[src/rtl/ctrl_pipe.sv]
// Decode-once control pipeline: decodes D once, carries write-back control
// through NSTG stages and derives the Tuse/Tnew stall for D.
module ctrl_pipe #(
    parameter int NSTG   = 3,
    parameter int ADDR_W = 5,
    parameter int TNEW_W = 2
) (
    input  logic                     clk,
    input  logic                     reset,
    input  logic [31:0]              instr_d,
    input  logic                     hold,
    output logic                     stall,
    output logic [NSTG-1:0]          stg_wr,
    output logic [NSTG*ADDR_W-1:0]   stg_addr,
    output logic [NSTG*TNEW_W-1:0]   stg_tnew,
    output logic [NSTG-1:0]          stg_ready,
    output logic                     w_reg_write,
    output logic [ADDR_W-1:0]        w_reg_addr,
    output logic [2:0]               w_data_op
);

    logic [5:0] opc;
    logic [5:0] fn;
    logic [4:0] rs;
    logic [4:0] rt;
    logic [4:0] rd;
    logic       unused_shamt;

    assign opc          = instr_d[31:26];
    assign rs           = instr_d[25:21];
    assign rt           = instr_d[20:16];
    assign rd           = instr_d[15:11];
    assign fn           = instr_d[5:0];
    assign unused_shamt = ^instr_d[10:6];

    logic is_r;
    logic is_add, is_sub, is_sll, is_jr;
    logic is_ori, is_lw, is_sw, is_beq, is_lui, is_jal;

    assign is_r   = (opc == 6'b000000);
    assign is_add = is_r && (fn == 6'b100000);
    assign is_sub = is_r && (fn == 6'b100010);
    assign is_sll = is_r && (fn == 6'b000000);
    assign is_jr  = is_r && (fn == 6'b001000);
    assign is_ori = (opc == 6'b001101);
    assign is_lw  = (opc == 6'b100011);
    assign is_sw  = (opc == 6'b101011);
    assign is_beq = (opc == 6'b000100);
    assign is_lui = (opc == 6'b001111);
    assign is_jal = (opc == 6'b000011);

    logic [4:0]        dec_dst;
    logic              dec_wr;
    logic [2:0]        dec_op;
    logic [TNEW_W-1:0] dec_tnew;
    logic              use_rs;
    logic              use_rt;
    logic [TNEW_W-1:0] tuse_rs;
    logic [TNEW_W-1:0] tuse_rt;

    // Decode the D instruction into write-back control and source Tuse.
    always_comb begin
        dec_dst  = '0;
        dec_op   = 3'd0;
        dec_tnew = '0;
        use_rs   = 1'b0;
        use_rt   = 1'b0;
        tuse_rs  = '0;
        tuse_rt  = '0;
        unique case (1'b1)
            is_add, is_sub: begin
                dec_dst  = rd;
                dec_tnew = TNEW_W'(1);
                use_rs   = 1'b1;
                tuse_rs  = TNEW_W'(1);
                use_rt   = 1'b1;
                tuse_rt  = TNEW_W'(1);
            end
            is_sll: begin
                dec_dst  = rd;
                dec_tnew = TNEW_W'(1);
                use_rt   = 1'b1;
                tuse_rt  = TNEW_W'(1);
            end
            is_jr: begin
                use_rs  = 1'b1;
                tuse_rs = TNEW_W'(0);
            end
            is_ori: begin
                dec_dst  = rt;
                dec_tnew = TNEW_W'(1);
                use_rs   = 1'b1;
                tuse_rs  = TNEW_W'(1);
            end
            is_lw: begin
                dec_dst  = rt;
                dec_tnew = TNEW_W'(2);
                dec_op   = 3'd1;
                use_rs   = 1'b1;
                tuse_rs  = TNEW_W'(1);
            end
            is_sw: begin
                use_rs  = 1'b1;
                tuse_rs = TNEW_W'(1);
                use_rt  = 1'b1;
                tuse_rt = TNEW_W'(2);
            end
            is_beq: begin
                use_rs  = 1'b1;
                tuse_rs = TNEW_W'(0);
                use_rt  = 1'b1;
                tuse_rt = TNEW_W'(0);
            end
            is_lui: begin
                dec_dst  = rt;
                dec_tnew = TNEW_W'(1);
                dec_op   = 3'd2;
            end
            is_jal: begin
                dec_dst  = 5'd31;
                dec_tnew = TNEW_W'(0);
                dec_op   = 3'd3;
            end
            default: begin
            end
        endcase
        dec_wr = (dec_dst != 5'd0);
    end

    logic [NSTG-1:0]   wr_q,   wr_d;
    logic [ADDR_W-1:0] addr_q [NSTG];
    logic [ADDR_W-1:0] addr_d [NSTG];
    logic [TNEW_W-1:0] tnew_q [NSTG];
    logic [TNEW_W-1:0] tnew_d [NSTG];
    logic [2:0]        op_q   [NSTG];
    logic [2:0]        op_d   [NSTG];

    // Stall when an in-flight writer of a used source produces too late.
    always_comb begin
        stall = 1'b0;
        for (int k = 0; k < NSTG; k++) begin
            if (wr_q[k]) begin
                if (use_rs && rs != 5'd0 &&
                    addr_q[k] == ADDR_W'(rs) &&
                    tnew_q[k] > tuse_rs)
                    stall = 1'b1;
                if (use_rt && rt != 5'd0 &&
                    addr_q[k] == ADDR_W'(rt) &&
                    tnew_q[k] > tuse_rt)
                    stall = 1'b1;
            end
        end
    end

    // Shift entries one stage, aging Tnew; bubble into E on stall.
    always_comb begin
        wr_d = wr_q;
        for (int k = 0; k < NSTG; k++) begin
            addr_d[k] = addr_q[k];
            tnew_d[k] = tnew_q[k];
            op_d[k]   = op_q[k];
        end
        if (!hold) begin
            if (stall) begin
                wr_d[0]   = 1'b0;
                addr_d[0] = '0;
                tnew_d[0] = '0;
                op_d[0]   = 3'd0;
            end else begin
                wr_d[0]   = dec_wr;
                addr_d[0] = ADDR_W'(dec_dst);
                tnew_d[0] = dec_tnew;
                op_d[0]   = dec_op;
            end
            for (int k = 1; k < NSTG; k++) begin
                wr_d[k]   = wr_q[k-1];
                addr_d[k] = addr_q[k-1];
                op_d[k]   = op_q[k-1];
                tnew_d[k] = (tnew_q[k-1] == '0) ? '0
                          : tnew_q[k-1] - TNEW_W'(1);
            end
        end
    end

    // Stage registers with synchronous reset to bubbles.
    always_ff @(posedge clk) begin
        if (reset) begin
            wr_q <= '0;
            for (int k = 0; k < NSTG; k++) begin
                addr_q[k] <= '0;
                tnew_q[k] <= '0;
                op_q[k]   <= 3'd0;
            end
        end else begin
            wr_q <= wr_d;
            for (int k = 0; k < NSTG; k++) begin
                addr_q[k] <= addr_d[k];
                tnew_q[k] <= tnew_d[k];
                op_q[k]   <= op_d[k];
            end
        end
    end

    // Flatten per-stage state onto the output buses.
    always_comb begin
        stg_addr  = '0;
        stg_tnew  = '0;
        stg_ready = '0;
        for (int k = 0; k < NSTG; k++) begin
            stg_addr[k*ADDR_W +: ADDR_W] = addr_q[k];
            stg_tnew[k*TNEW_W +: TNEW_W] = tnew_q[k];
            stg_ready[k] = wr_q[k] && (tnew_q[k] == '0);
        end
    end

    assign stg_wr      = wr_q;
    assign w_reg_write = wr_q[NSTG-1];
    assign w_reg_addr  = addr_q[NSTG-1];
    assign w_data_op   = op_q[NSTG-1];

endmodule
[config.mk]
export PLATFORM = sky130hd
export DESIGN_NAME = ctrl_pipe
export DESIGN_NICKNAME = d
export VERILOG_FILES = /design/src/rtl/ctrl_pipe.sv
export SDC_FILE = /design/constraint.sdc
export NUM_CORES = 1
export LEC_CHECK = 0
export ABC_AREA = 0
export BUFFER_PORTS_ARGS = -buffer_cell sky130_fd_sc_hd__clkbuf_2
export CORE_MARGIN = 1.5
export CORE_UTILIZATION = 45
export CTS_CLUSTER_DIAMETER = 30
export DETAILED_ROUTE_END_ITERATION = 10
export PLACE_DENSITY = 0.72
export SLEW_MARGIN = 20
export SYNTH_ARGS = -nofsm -noshare
export SYNTH_HDL_FRONTEND = slang
export SYNTH_SLANG_ARGS = --single-unit
[constraint.sdc]
create_clock -name clk -period 6.8 [get_ports clk]
set_clock_uncertainty 0.1 [all_clocks]
set_input_delay 1.36 -clock clk [delete_from_list [all_inputs] [get_ports clk]]
set_output_delay 1.36 -clock clk [all_outputs]
set_load 0.005 [all_outputs]
==> metrics.cfg <==
[critical_path]
slowest_stage = o21ai_0
critPathBufInv = 2
critPathTopFamily = simple AND/OR/NAND/NOR gates
end_kind = output pin
critPathMaxStageDelay_ps = 420
worst-setup-path-type = primary input to output pin
reg2reg_depth = 9
crit_arrival_ps = 4050
crit_fanout = 5
cpMostUsedCell = clkbuf_2
path_depth = 12
reg2reg_slack_ps = 4390
required_ps = 5340
cp-start-kind = primary input
crit_start = instr_d[26]
path_cells = clkbuf_2 -> nor4_4 -> nand3_2 -> o21ai_0 -> ha_1 -> nor2_1 -> o2111ai_1 -> nor4_1 -> nor3_1 -> o32a_1 -> nand2b_1 -> clkbuf_2
reg2reg_from = tnew_q[0][2]

[timing]
fmax_mhz = 181.6
fin_crit_ps = 5507
drv_slew = 0
relSlewSlack_pct = 44.57
finalSetupViolCount = 0
rsz0062_at_grt = no
tns_ps = 0
final.period_utilization_pct = 80.99
whs_ps = 396.7
hold_viol = 0
worst_pin_slew_ps = 831.5

[grt]
overflow = 0
grt_pass1_wl_mm = 8.335
grt.total_usage_pct = 21.34
grt_pass1_vias = 1716
antenna_found_initial = 0
grt_max_degree = 33

[synth]
ys.flop_type = dfxtp_1
yosysTopAreaCell = dfxtp_1
yosys_warnings = 0
avgSynthCellArea_um2 = 8.806
yosys-top-cells-area = dfxtp_1, xor2_1, mux2i_1
synth_top_cell_area_share_pct = 28.90
ys_seq_area_share_pct = 28.90
syn-num-nets = 277
synth_cell_type_count = 49
syn_inst = 236
netlist_area_mm2 = 0.002078
synth_enable_flop_cells = 0
async_flop_share_pct = 0
ys_ff_latch = 30

[floorplanning]
rows = 24
die_w_um = 70.96
die_area_mm2 = 0.005035
coreArea_mm2 = 0.004414
die_h_um = 70.96
io_pins = 72
initial_core_util_pct = 47.08

[worst_hold_path]
hold_path.startpoint = op_q[0][4]
worst_hold_path_type = flop to flop
hold_depth = 2

[routing]
drt_first_pass_iters = 4
viasPerCell = 5.536
drc = 0
route.final.wire_length_mm = 5.180
drtIter0Drc = 82
post_drt_wl_per_cell_um = 15.10
vias = 1899
antenna_left = 0

[cts]
cts_tree = built
clockBufferDepth = 2
postCtsSetupRepairBufs = 0
clock_sinks = 30
clk_latency_ps = 290
clk_pin_slew_ps = 60
post_cts_resized = 0
cts_made_buffers = 5
htree_levels = 2
cts-root-buf = clkbuf_8
cts_hold_buffers = 0

[pwr]
comb_power_share_pct = 11.9
seqPwrFrac_pct = 43.0
power.density_mw_per_mm2 = 167.5
p_clk_share_pct = 45.1
p_leak_nw = 1.102
intPower_mw = 0.3144
swShare_pct = 24.37
irDropWorstVdd_v = 0.00008653
power_switching_mw = 0.1013

[placement]
dp_hpwl_mm = 3.933
place_congestion = 0.9080
portBuffers = 65

[final_layout]
drive_gt1_share_pct = 29.90
layout_commonest_cell = clkbuf_2
regArea_um2 = 600.6
final_cell_mix = clkbuf_2, nor2_1, dfxtp_1
area_growth_pct = 19.45
fill_cells = 425
nNetsFinal = 332
diodes = 0
multi_input_area_mm2 = 0.001360

[run]
drv_cap = 0

[outcome]
status = finished, final reports clean

-- final timing paths --
kind,endpoint
max,stall
max reg2reg,addr_q[0][2]
min,op_q[0][4]
min reg2reg,op_q[0][4]
-- stage by stage --
step	instance area (um^2)	util, %	total power [mW]	instances	setup WS, ps
final	2482	56.24	0.4157	343	1293
after global routing	2482	56.24	0.4319	343	1133
after CTS	2482	56.24	0.4176	343	1310
after detailed placement	2370	53.68	0.2321	336	1318
after global placement	2370	53.68	0.2312	336	1365
after floorplan	2078	-	0.2109	236	1989
-- worst reg2reg max path, cell delays in order, from the launching register on --
cell,delay [ps]
dfxtp_1,450
inv_1,100
ha_1,300
nor2_1,90
o2111ai_1,150
nor4_1,300
nor3_1,120
o32ai_2,340
nor4_4,100
a22o_1,270
-- power groups by stage --
| stage | Combinational (mW) | Clock, mW | Sequential (mW) |
|---|---|---|---|
| 6_report | 0.0494 | 0.188 | 0.179 |
| 5_1_grt | 0.0544 | 0.199 | 0.179 |
| 4_1_cts | 0.0496 | 0.189 | 0.179 |
| 3_5_place_dp | 0.0493 | 0 | 0.183 |
| 3_3_place_gp | 0.0484 | 0 | 0.183 |
| 2_1_floorplan | 0.0287 | 0 | 0.182 |
-- sequential cells by signal, indices dropped and copies added (netlist names) --
register,flops
stg_wr,3
op_q,6
addr_q,15
tnew_q,6
-- cells by family (layout without fill, tap and decap cells) --
logic type	count (synthesis)	count (layout)	share of synthesized area, %
AND/OR/NAND/NOR	88	88	23.66
other	1	1	0.1804
XOR/XNOR	30	30	12.64
adder cells (fa/ha/maj)	6	6	3.612
buffers and inverters	22	77	5.659
multiplexers	16	16	7.706
flip-flops	30	30	28.90
AO/OA/AOI/OAI	43	43	17.64
-- cell type report --
class                   instances  area share (%)
clock buffers                   6           3.327
clock inverters                 1           1.210
inverters                       5          0.7560
multi-input cells             184           54.79
flip-flops and latches         30           24.19
well taps                      52           2.621
repair buffers                 65           13.10
-- cells in the mapped netlist (4+ instances only) --
library cell and count:
o21ai_0 5, xor2_1 19, inv_1 5, nand2_1 9, nor4_1 7, mux2i_1 16, a22o_1 7, dfxtp_1 30
a21oi_1 5, a221o_1 5, buf_4 9, xnor2_1 11, ha_1 6, a22oi_1 4, nand3_1 4, nand2b_1 5
nor2_1 34, clkbuf_1 5
-- per-layer routing --
metal | share of wire, % | routed length [um] | vias to the layer above | track usage (%)
li1 | - | - | 957 | -
met1 | 46 | 2394 | 868 | 28.21
met2 | 47 | 2428 | 68 | 34.48
met3 | 5.6 | 291 | 6 | 4.416
met4 | 1.3 | 65 | 0 | 7.757
met5 | 0 | 0 | - | 0
No activity file was read; power rests on OpenSTA's default activity.
